File: config.mk
export PLATFORM = sky130hd
export DESIGN_NAME = host_spi_master
export DESIGN_NICKNAME = d
export VERILOG_FILES = /design/src/rtl/host_spi_master_pkg.sv /design/src/rtl/host_spi_master.sv
export SDC_FILE = /design/constraint.sdc
export NUM_CORES = 1
export LEC_CHECK = 0
export BUFFER_PORTS_ARGS = -buffer_cell sky130_fd_sc_hd__buf_4
export CAP_MARGIN = 40
export CORE_MARGIN = 5
export CORE_UTILIZATION = 46
export DETAILED_ROUTE_END_ITERATION = 7
export PLACE_DENSITY = 0.68
export REMOVE_ABC_BUFFERS = 1
export SYNTH_ARGS = -nofsm -noshare
export SYNTH_HDL_FRONTEND = slang
export SYNTH_SLANG_ARGS = --single-unit
File: constraint.sdc
create_clock -name clk -period 4.3 [get_ports clk]
set_clock_uncertainty 0.2 [all_clocks]
set_input_delay 0.215 -clock clk [delete_from_list [all_inputs] [get_ports clk]]
set_output_delay 0.215 -clock clk [all_outputs]
set_load 0.01 [all_outputs]
File: src/rtl/host_spi_master_pkg.sv
// Shared SPI link definitions for the host-side master and the PE-side slave.
// Holds the field widths, the derived frame width and the command encodings.
// Frame layout on the wire, MSB first: {cmd[1:0], addr, 1'b0, data}.
package host_spi_master_pkg;

  localparam int unsigned SPI_DATA_WIDTH  = 18;
  localparam int unsigned SPI_ADDR_WIDTH  = 6;
  localparam int unsigned SPI_FRAME_WIDTH = SPI_DATA_WIDTH + SPI_ADDR_WIDTH + 3;

  localparam logic [1:0] CMD_WR = 2'b10;
  localparam logic [1:0] CMD_RD = 2'b01;

endpackage

File: src/rtl/host_spi_master.sv
// Host-side SPI master, mode 0, MSB first. Shifts one DW-bit command frame out
// on a one-cycle start request and captures the slave's reply. The last RX
// reply bits are returned as read data on read frames.
//
// Ports:
//   clk, rst          sole clock, synchronous active-high reset
//   spi_start         frame request, sampled only while idle
//   spi_tx_data       frame to send, latched when the request is accepted
//   spi_complete      one-cycle pulse at the end of every frame
//   spi_rx_data       read data, held between read frames
//   spi_rx_valid      one-cycle pulse with spi_complete on read frames only
//   spi_sck/csn/mosi  SPI outputs (sck idles low, csn active low)
//   spi_miso          serial data from the slave
module host_spi_master
  import host_spi_master_pkg::*;
#(
  parameter int unsigned DW = SPI_FRAME_WIDTH,
  parameter int unsigned RX = SPI_DATA_WIDTH
) (
  input  logic          clk,
  input  logic          rst,
  input  logic          spi_start,
  input  logic [DW-1:0] spi_tx_data,
  output logic          spi_complete,
  output logic [RX-1:0] spi_rx_data,
  output logic          spi_rx_valid,
  output logic          spi_sck,
  output logic          spi_csn,
  output logic          spi_mosi,
  input  logic          spi_miso
);

  localparam int unsigned CW = $clog2(DW);

  typedef enum logic [2:0] {StIdle, StSetup, StSckHi, StSckLo, StDone} state_e;

  state_e        state_q, state_d;
  logic [DW-1:0] tx_q, tx_d;
  logic [RX-1:0] rx_q, rx_d;
  logic [CW-1:0] cnt_q, cnt_d;
  logic [1:0]    cmd_q, cmd_d;
  logic [RX-1:0] rx_data_q, rx_data_d;
  logic          sck_q, sck_d;
  logic          csn_q, csn_d;
  logic          mosi_q, mosi_d;
  logic          complete_q, complete_d;
  logic          rx_valid_q, rx_valid_d;
  logic          last_bit;

  assign last_bit = (cnt_q == CW'(DW - 1));

  always_comb begin
    state_d    = state_q;
    tx_d       = tx_q;
    rx_d       = rx_q;
    cnt_d      = cnt_q;
    cmd_d      = cmd_q;
    rx_data_d  = rx_data_q;
    complete_d = 1'b0;
    rx_valid_d = 1'b0;

    case (state_q)
      StIdle: begin
        if (spi_start) begin
          tx_d    = spi_tx_data;
          cmd_d   = spi_tx_data[DW-1 -: 2];
          cnt_d   = '0;
          state_d = StSetup;
        end
      end
      StSetup: state_d = StSckHi;
      StSckHi: begin
        // Capture on the rising edge; shifting tx here puts the next bit on
        // mosi as sck falls, keeping mosi stable around every rising edge.
        rx_d    = {rx_q[RX-2:0], spi_miso};
        tx_d    = {tx_q[DW-2:0], 1'b0};
        state_d = StSckLo;
      end
      StSckLo: begin
        if (last_bit) begin
          state_d    = StDone;
          complete_d = 1'b1;
          if (cmd_q == CMD_RD) begin
            rx_data_d  = rx_q;
            rx_valid_d = 1'b1;
          end
        end else begin
          cnt_d   = cnt_q + CW'(1);
          state_d = StSckHi;
        end
      end
      StDone:  state_d = StIdle;
      default: state_d = StIdle;
    endcase

    // Pin values are decoded from the next state and registered, so the SPI
    // outputs come straight from flops and cannot glitch.
    csn_d  = (state_d == StIdle) || (state_d == StDone);
    sck_d  = (state_d == StSckHi);
    mosi_d = (state_d inside {StSetup, StSckHi, StSckLo}) ? tx_d[DW-1] : 1'b0;
  end

  always_ff @(posedge clk) begin
    if (rst) begin
      state_q    <= StIdle;
      tx_q       <= '0;
      rx_q       <= '0;
      cnt_q      <= '0;
      cmd_q      <= '0;
      rx_data_q  <= '0;
      sck_q      <= 1'b0;
      csn_q      <= 1'b1;
      mosi_q     <= 1'b0;
      complete_q <= 1'b0;
      rx_valid_q <= 1'b0;
    end else begin
      state_q    <= state_d;
      tx_q       <= tx_d;
      rx_q       <= rx_d;
      cnt_q      <= cnt_d;
      cmd_q      <= cmd_d;
      rx_data_q  <= rx_data_d;
      sck_q      <= sck_d;
      csn_q      <= csn_d;
      mosi_q     <= mosi_d;
      complete_q <= complete_d;
      rx_valid_q <= rx_valid_d;
    end
  end

  assign spi_sck      = sck_q;
  assign spi_csn      = csn_q;
  assign spi_mosi     = mosi_q;
  assign spi_complete = complete_q;
  assign spi_rx_valid = rx_valid_q;
  assign spi_rx_data  = rx_data_q;

endmodule

; Word level (Yosys, flattened, before mapping)
; Index checks and enable logic that the tools add are counted.
[op_classes]
n_eq_ne = 11
n_shift = 0
div = 0
bitwise = 3
add_sub_neg = 1
mux = 10
multipliers = 0
n_reduce_logical = 13
magnitude_cmp = 0
[ops]
columns = op, count
row1 = one-hot mux 27 bit (2 select lines), 1
row2 = two-way mux 27 bit, 1
row3 = equality test 3 x 2 -> 1 bit (second input constant), 4
row4 = one-hot mux 3 bit (4 select lines), 1
row5 = two-way mux 5 bit, 2
row6 = one-hot mux 5 bit (2 select lines), 1
row7 = equality test 3 x 1 -> 1 bit (second input constant), 2
row8 = logical NOT 3 bit, 2
row9 = two-way mux 3 bit, 2
row10 = AND reduction 3 bit, 2
row11 = adder 5 x 1 -> 5 bit (second input constant), 1
row12 = equality test 5 bit (second input constant), 1
row13 = inequality test 2 bit (second input constant), 2
row14 = AND reduction 2 bit, 2
row15 = nonzero test 2 bit, 2
row16 = OR reduction 2 bit, 2
row17 = equality test 3 bit (second input constant), 1
row18 = inverter 1 bit, 3
row19 = nonzero test 3 bit, 1
row20 = OR reduction 3 bit, 1
row21 = equality test 2 x 1 -> 1 bit (second input constant), 1
row22 = two-way mux 1 bit, 2
row23 = logical OR 1 bit, 1
[totals]
ramBits = 0
output_inout_bits = 23
input_bits = 31
mem_count = 0
latchBits = 0
word_cells = 50
romBits = 0
reg_bits = 78

; Longest topological paths before layout
; Gate-level depths: netlist of the first run.
[logic_depth]
ltp_word = 7
mapped_depth = 8
depth_no_buf = 6

; Worst setup path after synthesis of the first run
; Ideal clock, no wire load.
[synth_timing]
kind = register -> register
from = reg cnt_q[0]
to = reg rx_data_q[7] (netlist: spi_rx_data[7])
path_buffers = 2
setup_time_ns = 0.128
arrival_ns = 1.583
required_ns = 3.972
period_less_slack_ns = 1.910
path_stages_with_launch = 9
slack_ns = 2.390
path_cell_list = dfxtp_1 inv_1 ha_1 nand4_1 nor4_1 clkbuf_4 buf_6 mux2i_1 nor2_1
[synth_between]
elab_chain_cells = 2
[synth_lines]
columns = element, line
row1 = start: declaration, host_spi_master.sv:40  ; logic [CW-1:0] cnt_q, cnt_d;
row2 = start signal: assignment, host_spi_master.sv:120  ; cnt_q <= cnt_d;
row3 = equality test 5 bit, host_spi_master.sv:50  ; assign last_bit = (cnt_q == CW'(DW - 1));
row4 = AND reduction 3 bit (no line), -
row5 = end signal: assignment, host_spi_master.sv:122  ; rx_data_q <= rx_data_d;
row6 = end: declaration, host_spi_master.sv:42  ; logic [RX-1:0] rx_data_q, rx_data_d;
; Every way passes these cells.
; A chain may end at the register's enable or synchronous reset.

; Worst setup path after layout of the first run
[layout_timing]
from = reg state_q[2]
to = reg tx_q[1]
[layout_between]
elab_chain_cells = 3
elab_cells_between_ends = 6
classes_between = eq/ne: 2 / mux: 1 / reduce/logical: 3
[layout_lines]
columns = element, line
row1 = start: declaration, host_spi_master.sv:37  ; state_e state_q, state_d;
row2 = start signal: assignment, host_spi_master.sv:105  ; state_q <= StIdle;
row3 = start signal: assignment, host_spi_master.sv:117  ; state_q <= state_d;
row4 = equality test 3 x 2 -> 1 bit or logical NOT 3 bit (tied branches), host_spi_master.sv:62  ; case (state_q)
row5 = nonzero test 2 bit (no line) or inequality test 2 bit (tied branches), -
row6 = AND reduction 2 bit (no line), -
row7 = end signal: assignment, host_spi_master.sv:118  ; tx_q <= tx_d;
row8 = end: declaration, host_spi_master.sv:38  ; logic [DW-1:0] tx_q, tx_d;
; Several ways; a longest one is shown, not always the timed one.

==> flow_summary.toml, run 1 <==
[status]
outcome = "finished clean"

[detailed_routing]
wl_met3_microns = 240
dr.first_iter.drc_count = 142
vias = 2495
first_pass_iters = 4
route.met2.wl_mm = 3.076
met1_length_mm = 3.073
antenna_left = 0
drc = 0
routed.top_layer = "met4"
routed_wl_mm = 6.481
viasPerCell = 5.000
post_drt_wl_per_cell_microns = 12.99

[die]
io_pins = 54
core_sq_mm = 0.006350
die_w_microns = 90.78
dieHeight_microns = 90.78
dieArea_sq_mm = 0.008241
start_util_pct = 47.27
num_rows = 29

[global_routing]
grt_pass1_wl_mm = 11.18
grt_use_total_pct = 16.44
grt_max_degree = 73
gr-total-overflow = 0
antenna_found_initial = 0
first_global_vias = 2390

[worst_setup_path]
cp_data_required_time_ns = 4.35
slowest_delay_ns = 0.53
regToRegStartpoint = "state_q[2]$_SDFF_PP0_"
worstPathArrival_ns = 2.33
end_kind = "flip-flop"
critPathSlowestCell = "and2_1"
criticalPathCategory = "flip-flop to flip-flop"
cp-startpoint = "state_q[2]$_SDFF_PP0_"
path_cells = "nor2_1 > and2_1 > buf_4 > nand2_1 > a311oi_1"
startpoint_type = "flip-flop"
rr_worst_depth = 5
cp_max_fo = 31

[timing]
fmax_ghz = 0.4376
period_share_pct = 53.14
worst_pin_slew_ns = 0.7289
hold_violations = 0
fin_crit_ns = 2.285
slew_viol_final = 0
slew_headroom_pct = 51.41
setup_viol_count_final = 0
hold_slack_ns = 0.1043
setup_ws_ns = 2.015
tns_ns = 0
rsz0062_at_grt = "no"

[run]
maxCapViolCount = 0

[place]
port-buffer-count = 53
dp_worst_setup_slack_ns = 2.020
gp_congestion = 0.7808
dpl.cell_count = 455
dp_hpwl_mm = 4.010
placed_cell_area_sq_mm = 0.003451

[pwr]
power_density_mw_per_mm2 = 387.2
internal-power_uw = 1164
seqPwrFrac_pct = 50.7
combPwrFrac_pct = 11.2
ir_worst_vdd_v = 0.0002367
p_sw_share_pct = 23.77
clkPwrFrac_pct = 38.1
p_leak_uw = 0.001528
p_sw_uw = 363.0

[clock_network]
clk_latency_ns = 0.34
clock-sinks = 78
path_clk_slew_ns = 0.08
cts_tree = "built"
htreeDepth = 3
cts_resized = 0
cts_buffers = 9
ctsLongestPathBuffers = 2
clockRootBuffer = "clkbuf_8"

[logic_synthesis]
yosys_warnings = 0
synthCells = 344
postSynthAreaPerCell_sq_um = 8.726
synth_area_leaders = "dfxtp_1 (52%), nand2_1 (11%), a311oi_1 (6.7%)"
synth-seq-cells = 78
synth_edf_count = 0
synth_cell_types = 32
ys_seq_area_share_pct = 52.02
synthArstFlopShare_pct = 0
synthesis.area_sq_mm = 0.003002
yosysTopAreaCell = "dfxtp_1"
ys.flop_type = "dfxtp_1"
synth_common_cells = "nand2_1 (85), dfxtp_1 (78), nor2_1 (48)"
synth_most_common_cell = "nand2_1"
synth_top_area_share_pct = 52.02

[cells_and_area]
antennaDiodeCount = 0
fin_cells = 499
nFillCells = 552
stdcell_area_sq_mm = 0.003945
area_growth_pct = 31.43
drive_above_1_share_pct = 18.72
nets = 450

[worst_hold_path]
hold_class = "primary input to flip-flop"
min-delay-start = "spi_start"
hold_depth = 3
[per-stage QoR]
step	util, %	power (uW)
4_1_cts	62.13	1546
5_1_grt	62.13	1603
3_5_place_dp	54.34	941.8
6_report	62.13	1527
2_1_floorplan	-	869.1
3_3_place_gp	53.67	930.2
[sequential cells by signal (all words and copies together), names as in the netlist]
signal,flops
cmd_q,2
spi_mosi,1
spi_rx_data,18
spi_csn,1
spi_rx_valid,1
cnt_q,5
spi_complete,1
tx_q,27
rx_q,18
state_q,3
spi_sck,1
[path summary, 6_finish.rpt]
path,to,slack [ns]
worst max-delay path,tx_q[1]$_SDFFE_PP0P_,2.01
worst min-delay path,state_q[0]$_SDFF_PP0_,0.10
worst max register to register,tx_q[1]$_SDFFE_PP0P_,2.01
worst min register to register,tx_q[5]$_SDFFE_PP0P_,0.26
[worst max-delay path: cells and delay by family, from the launching register on]
family / cells / cell delay, ns
AO/OA/AOI/OAI: 1 / 0.26
buffers and inverters: 1 / 0.42
flip-flops: 1 / 0.42
AND/OR/NAND/NOR: 3 / 0.88
[cell usage in the layout (no fill, tap or decap), types with 2 or more instances in the layout]
| cell type | count |
|---|---|
| nor2_1 | 48 |
| a311oi_1 | 23 |
| buf_4 | 58 |
| bufinv_16 | 2 |
| o21ai_0 | 3 |
| nand2b_1 | 3 |
| inv_1 | 3 |
| a22oi_1 | 4 |
| a21oi_1 | 27 |
| nor4_1 | 3 |
| mux2i_1 | 19 |
| clkinv_2 | 2 |
| nand3_1 | 2 |
| dfxtp_1 | 78 |
| nand2_1 | 85 |
| and2_1 | 2 |
| clkbuf_8 | 9 |
| ha_1 | 2 |
| or3_1 | 3 |
| dlygate4sd3_1 | 28 |
[final cells by class]
type	instances	area [sq um]	area share (%)
clock inverter	6	86.33	2.188
timing repair buffer	88	758.2	19.22
sequential	78	1562	39.58
clock buffer	10	127.6	3.235
multi-input combinational	237	1304	33.05
tap	77	96.34	2.442
inverter	3	11.26	0.2854
[repair_timing]
action | CTS | global route
endpoints found under the hold margin | 31 | 0
hold buffers | 28 | 0
buffers inserted | 0 | 0
[routing by layer]
layer	vias up	GRT usage [%]
li1	1323	-
met1	1127	21.88
met2	39	25.54
met3	6	4.250
met4	0	6.235
met5	-	0
[kinds of logic after synthesis]
kind of cell | count (synthesis) | share of synthesized area, %
simple gates | 153 | 21.51
fa+ha+maj | 2 | 0.8335
buf+inv | 29 | 4.752
mux | 19 | 6.336
flops | 78 | 52.02
compound gates | 62 | 14.26
xor+xnor | 1 | 0.2918
[power by group through the flow]
stage | combinational (uW) | clock, uW | sequential [uW]
detailed placement | 151 | 0 | 791
global route | 192 | 632 | 779
finish | 171 | 582 | 774
global placement | 141 | 0 | 789
CTS | 172 | 600 | 774
floorplan | 81.1 | 0 | 788
(Power assumes the default switching activity.)
==> run 2, diff against run 1 <==
- clock period: 4.3 -> 2.35 ns (I/O delays scaled with it)
==> run 2 against run 1 <==
  * Setup slack worse by 1.8 ns
  * Critical path type unchanged
  * Highest routed layer unchanged
  * First-iteration DRC count is 6.3% higher
  * Critical endpoint is now cmd_q[1]$_SDFFE_PP0P_
  * Sequential power is 83% higher
==> flow_summary.toml, run 2 (synthesis results as in run 1) <==
[die]
die_w_microns = 90.78
dieHeight_microns = 90.78
num_rows = 29
io_pins = 54
start_util_pct = 47.27
core_sq_mm = 0.006350
dieArea_sq_mm = 0.008241

[worst_setup_path]
rr_worst_depth = 5
worstPathArrival_ns = 2.13
startpoint_type = "flip-flop"
worstReg2RegEnd = "cmd_q[1]$_SDFFE_PP0P_"
end_kind = "flip-flop"
critPathSlowestCell = "dlygate4sd3_1"
cp-endpoint = "cmd_q[1]$_SDFFE_PP0P_"
path_cells = "nor4b_4 > buf_4 > mux2i_1 > nor2_1 > dlygate4sd3_1"
regToRegStartpoint = "state_q[2]$_SDFF_PP0_"
criticalPathCategory = "flip-flop to flip-flop"
cp_max_fo = 9
slowest_delay_ns = 0.57
reg2reg_slack_ns = 0.24
cp-startpoint = "state_q[2]$_SDFF_PP0_"
cp_data_required_time_ns = 2.37

[detailed_routing]
post_drt_wl_per_cell_microns = 12.78
dr.first_iter.drc_count = 151
viasPerCell = 5.123
drc = 0
vias = 2582
first_pass_iters = 4
antenna_left = 0
routed_wl_mm = 6.441

[timing]
slew_headroom_pct = 65.47
slew_viol_final = 0
worst_pin_slew_ns = 0.5146
rsz0062_at_grt = "no"
fin_crit_ns = 2.112
hold_violations = 0
fmax_ghz = 0.4734
period_share_pct = 89.88
setup_viol_count_final = 0

[cells_and_area]
largest_register_ffs = 27
largest-register = "tx_q"
layout_commonest_cell = "nand2_1"
drive_above_1_share_pct = 18.27
nets = 455
mostFrequentLayoutCells = "nand2_1 (85), dfxtp_1 (78), buf_4 (58), nor2_1 (48), dlygate4sd3_1 (33)"
fin_cells = 504
area_growth_pct = 32.60
antennaDiodeCount = 0

[clock_network]
clockRootBuffer = "clkbuf_8"
cts_tree = "built"
htreeDepth = 3
ctsLongestPathBuffers = 2
clock-sinks = 78
path_clk_slew_ns = 0.08
clk_latency_ns = 0.33
postCtsSetupBuffers = 0
cts_buffers = 9

[pwr]
p_sw_uw = 655.3
clkPwrFrac_pct = 36.9
power_density_mw_per_mm2 = 687.6
seqPwrFrac_pct = 51.8
ir_worst_vdd_v = 0.0003611
combPwrFrac_pct = 11.3
internal-power_uw = 2081
p_total_uw = 2737
p_sw_share_pct = 23.95
p_leak_uw = 0.001548

[worst_hold_path]
hold_class = "flip-flop to flip-flop"

[status]
outcome = "finished clean"

[place]
dpl.cell_count = 455
port-buffer-count = 53
dp_hpwl_mm = 4.003
gp_congestion = 0.7744

[global_routing]
antenna_found_initial = 0
grt_pass1_wl_mm = 11.43
grt_max_degree = 46
gr-total-overflow = 0
first_global_vias = 2484
grt_use_total_pct = 16.53

[run]
maxCapViolCount = 0
run 2: critical path: cells and delay by family (launching register included):
| kind | cells | cell delay, ns |
|---|---|---|
| multiplexers | 1 | 0.19 |
| buffers and inverters | 2 | 0.78 |
| AND/OR/NAND/NOR | 2 | 0.41 |
| flip-flops | 1 | 0.42 |
run 2: metal layers:
layer	track usage [%]	vias up	wire, microns
met3	4.167	2	304
met1	21.92	1202	3060
met4	6.846	0	34
met2	25.54	52	3041
met5	0	-	0
li1	-	1326	-
run 2: area by class of cell:
| cell class | instances | area [sq um] |
|---|---|---|
| fillers | 534 | 2370 |
| flip-flops and latches | 78 | 1562 |
| multi-input cells | 237 | 1304 |
| repair buffers | 93 | 805.8 |
| clock buffers | 13 | 158.9 |
| well taps | 77 | 96.34 |
| clock inverters | 3 | 42.54 |
| inverters | 3 | 11.26 |
run 2: power groups by stage:
stage / clock (uW) / combinational, uW / sequential (uW)
2_1_floorplan: 0 / 148 / 1440
6_report: 1010 / 310 / 1420
3_3_place_gp: 0 / 263 / 1440
3_5_place_dp: 0 / 268 / 1450
4_1_cts: 1030 / 312 / 1420
5_1_grt: 1100 / 349 / 1430
run 2: worst min-delay path by stage:
stage / startpoint / endpoint / slack [ns] / cells past startpoint
floorplan: rst / cmd_q[0]$_SDFFE_PP0P_ / -0.01 / 1
global placement: spi_miso / rx_q[0]$_SDFFE_PP0N_ / 0.17 / 3
detailed placement: spi_miso / rx_q[0]$_SDFFE_PP0N_ / 0.18 / 3
CTS: rx_q[17]$_SDFFE_PP0N_ / rx_q[17]$_SDFFE_PP0N_ / 0.26 / 2
global route: rx_q[2]$_SDFFE_PP0N_ / rx_q[3]$_SDFFE_PP0N_ / 0.29 / 2
finish: rx_q[17]$_SDFFE_PP0N_ / rx_q[17]$_SDFFE_PP0N_ / 0.26 / 2
run 2: stage by stage:
| step | setup TNS [ns] | util, % | instance area (sq um) | hold WS [ns] | worst slack [ns] |
|---|---|---|---|---|---|
| finish | 0 | 62.68 | 3980 | 0.2558 | 0.2377 |
| global route | 0 | 62.68 | 3980 | 0.2929 | 0.1330 |
| CTS | 0 | 62.68 | 3980 | 0.2568 | 0.2664 |
| detailed placement | 0 | 54.31 | 3448 | 0.1768 | 0.3775 |
| global placement | 0 | 54.31 | 3448 | 0.1677 | 0.4305 |
| floorplan | -28.97 | - | 2870 | -0.01343 | -1.610 |
run 2: repair_timing:
item | 4_1_cts | 5_1_grt
hold buffers | 33 | 0
hold endpoints to repair | 46 | 0
gates resized for setup | 0 | 0
==> run 3, diff against run 2 <==
- GPL_TIMING_DRIVEN: not set -> 0
- SKIP_LAST_GASP: not set -> 1
- clock period: 2.35 -> 2.2 ns (I/O delays scaled with it)
==> run 3 against run 2 <==
  * Final cell count fell by 0.60%
  * Clock power up 17%
  * Combinational power increased by 6.8%
  * Count of clock-buffer cells in the layout is 2 lower
  * Critical path type unchanged
  * Highest routed layer unchanged
==> flow_summary.toml, run 3 (synthesis results as in run 1) <==
[cells_and_area]
mostFrequentLayoutCells = "nand2_1 (84), dfxtp_1 (76), buf_4 (57), nor2_1 (48), dlygate4sd3_1 (29)"
drive_above_1_share_pct = 20.05
largest-register = "tx_q"
stdcell_area_sq_mm = 0.003983
area_growth_pct = 32.68
largest_register_ffs = 27
layout_commonest_cell = "nand2_1"
final_util_pct = 62.72
nets = 452
antennaDiodeCount = 0

[clock_network]
cts_buffers = 9
htreeDepth = 3
clockRootBuffer = "clkbuf_8"
ctsLongestPathBuffers = 2
path_clk_slew_ns = 0.08
cts_tree = "built"
clock-sinks = 78
clk_latency_ns = 0.34

[global_routing]
busiest_layer = "met2"
gr-total-overflow = 0
grt.met3_usage_pct = 3.500
first_global_vias = 2325
grt_max_degree = 73
use_met1_pct = 22.07
grt_use_met2_pct = 24.27
grt_pass1_wl_mm = 11.12
antenna_found_initial = 0
grt_use_total_pct = 16.31

[run]
maxCapViolCount = 0

[detailed_routing]
first_pass_iters = 4
drc = 0
post_drt_wl_per_cell_microns = 13.46
vias = 2590
routed_wl_mm = 6.744
viasPerCell = 5.170
antenna_left = 0
dr.first_iter.drc_count = 106

[worst_setup_path]
worstPathArrival_ns = 2.06
path_cells = "inv_1 > ha_1 > nand4_1 > nor4_4 > buf_4 > buf_2 > mux2i_1 > nor2_1"
cp_data_required_time_ns = 2.20
startpoint_type = "flip-flop"
slowest_delay_ns = 0.33
cp_max_fo = 6
criticalPathCategory = "flip-flop to flip-flop"
end_kind = "flip-flop"
critPathSlowestCell = "dfxtp_1"

[pwr]
p_sw_share_pct = 23.73
combPwrFrac_pct = 11.0
p_leak_uw = 0.001548
internal-power_uw = 2305
power_density_mw_per_mm2 = 758.9
clkPwrFrac_pct = 39.0
ir_worst_vdd_v = 0.0004666
seqPwrFrac_pct = 50.1
p_sw_uw = 717.3

[timing]
setup_viol_count_final = 0
fin_crit_ns = 2.053
slew_viol_final = 0
slew_headroom_pct = 50.67
fmax_ghz = 0.4870
rsz0062_at_grt = "no"
hold_violations = 0
worst_pin_slew_ns = 0.7399
hold_slack_ns = 0.1063
tns_ns = 0
period_share_pct = 93.33

[die]
core_sq_mm = 0.006350
dieArea_sq_mm = 0.008241
dieHeight_microns = 90.78
io_pins = 54
num_rows = 29
start_util_pct = 47.27
die_w_microns = 90.78

[place]
placed_cell_area_sq_mm = 0.003437
dp_hpwl_mm = 4.013
gp_congestion = 0.7595
port-buffer-count = 53

[status]
outcome = "finished clean"

[worst_hold_path]
hold_class = "primary input to flip-flop"
[run 3: repair_timing]
item                                    in CTS  in global routing
hold buffers                                29                  0
gates cloned                                 0                  0
pin swaps                                    1                  0
gates resized for setup                      1                  5
setup buffers                                2                  0
hold endpoints to repair                    32                  0
endpoints found under the setup margin      15                 32
[run 3: cell type report]
cell class,count,area (sq um)
fill,552,2367
sequential,78,1564
multi-input combinational,237,1319
timing repair buffer,90,768.2
clock buffer,11,141.4
tap,77,96.34
clock inverter,5,82.58
inverter,3,11.26
[run 3: per-layer routing]
layer | up-vias | wire [microns]
met5 | - | 0
met4 | 0 | 185
met3 | 16 | 307
met2 | 66 | 3123
met1 | 1190 | 3128
li1 | 1318 | -
[run 3: critical path: cells and delay by family, from the launching register on]
family / cells / cell delay [ns]
fa+ha+maj: 1 / 0.17
buf+inv: 3 / 0.47
flops: 1 / 0.33
mux: 1 / 0.21
simple gates: 3 / 0.54
[run 3: final timing paths]
check,from,endpoint,slack [ns],cells after the start
worst max register to register,cnt_q[0]$_SDFFE_PP0P_,spi_rx_data[1]$_SDFFE_PP0P_,0.15,8
worst max-delay path,cnt_q[0]$_SDFFE_PP0P_,spi_rx_data[1]$_SDFFE_PP0P_,0.15,8
worst min-delay path,rst,tx_q[26]$_SDFF_PP0_,0.11,2
worst min register to register,rx_q[17]$_SDFFE_PP0N_,rx_q[17]$_SDFFE_PP0N_,0.26,2
[run 3: per-stage QoR]
stage,power [uW],instances,setup slack (ns)
after detailed placement,1830,454,-0.2897
after global routing,3162,501,0.005131
final,3022,501,0.1468
after floorplan,1699,318,-1.760
after global placement,1812,448,-2.840
after CTS,3043,501,0.02170
[run 3: power by group through the flow]
stage	registers [uW]	clock network [uW]	logic, uW
CTS	1510	1200	327
finish	1510	1180	331
global placement	1540	0	268
floorplan	1540	0	159
detailed placement	1540	0	285
global route	1520	1270	368
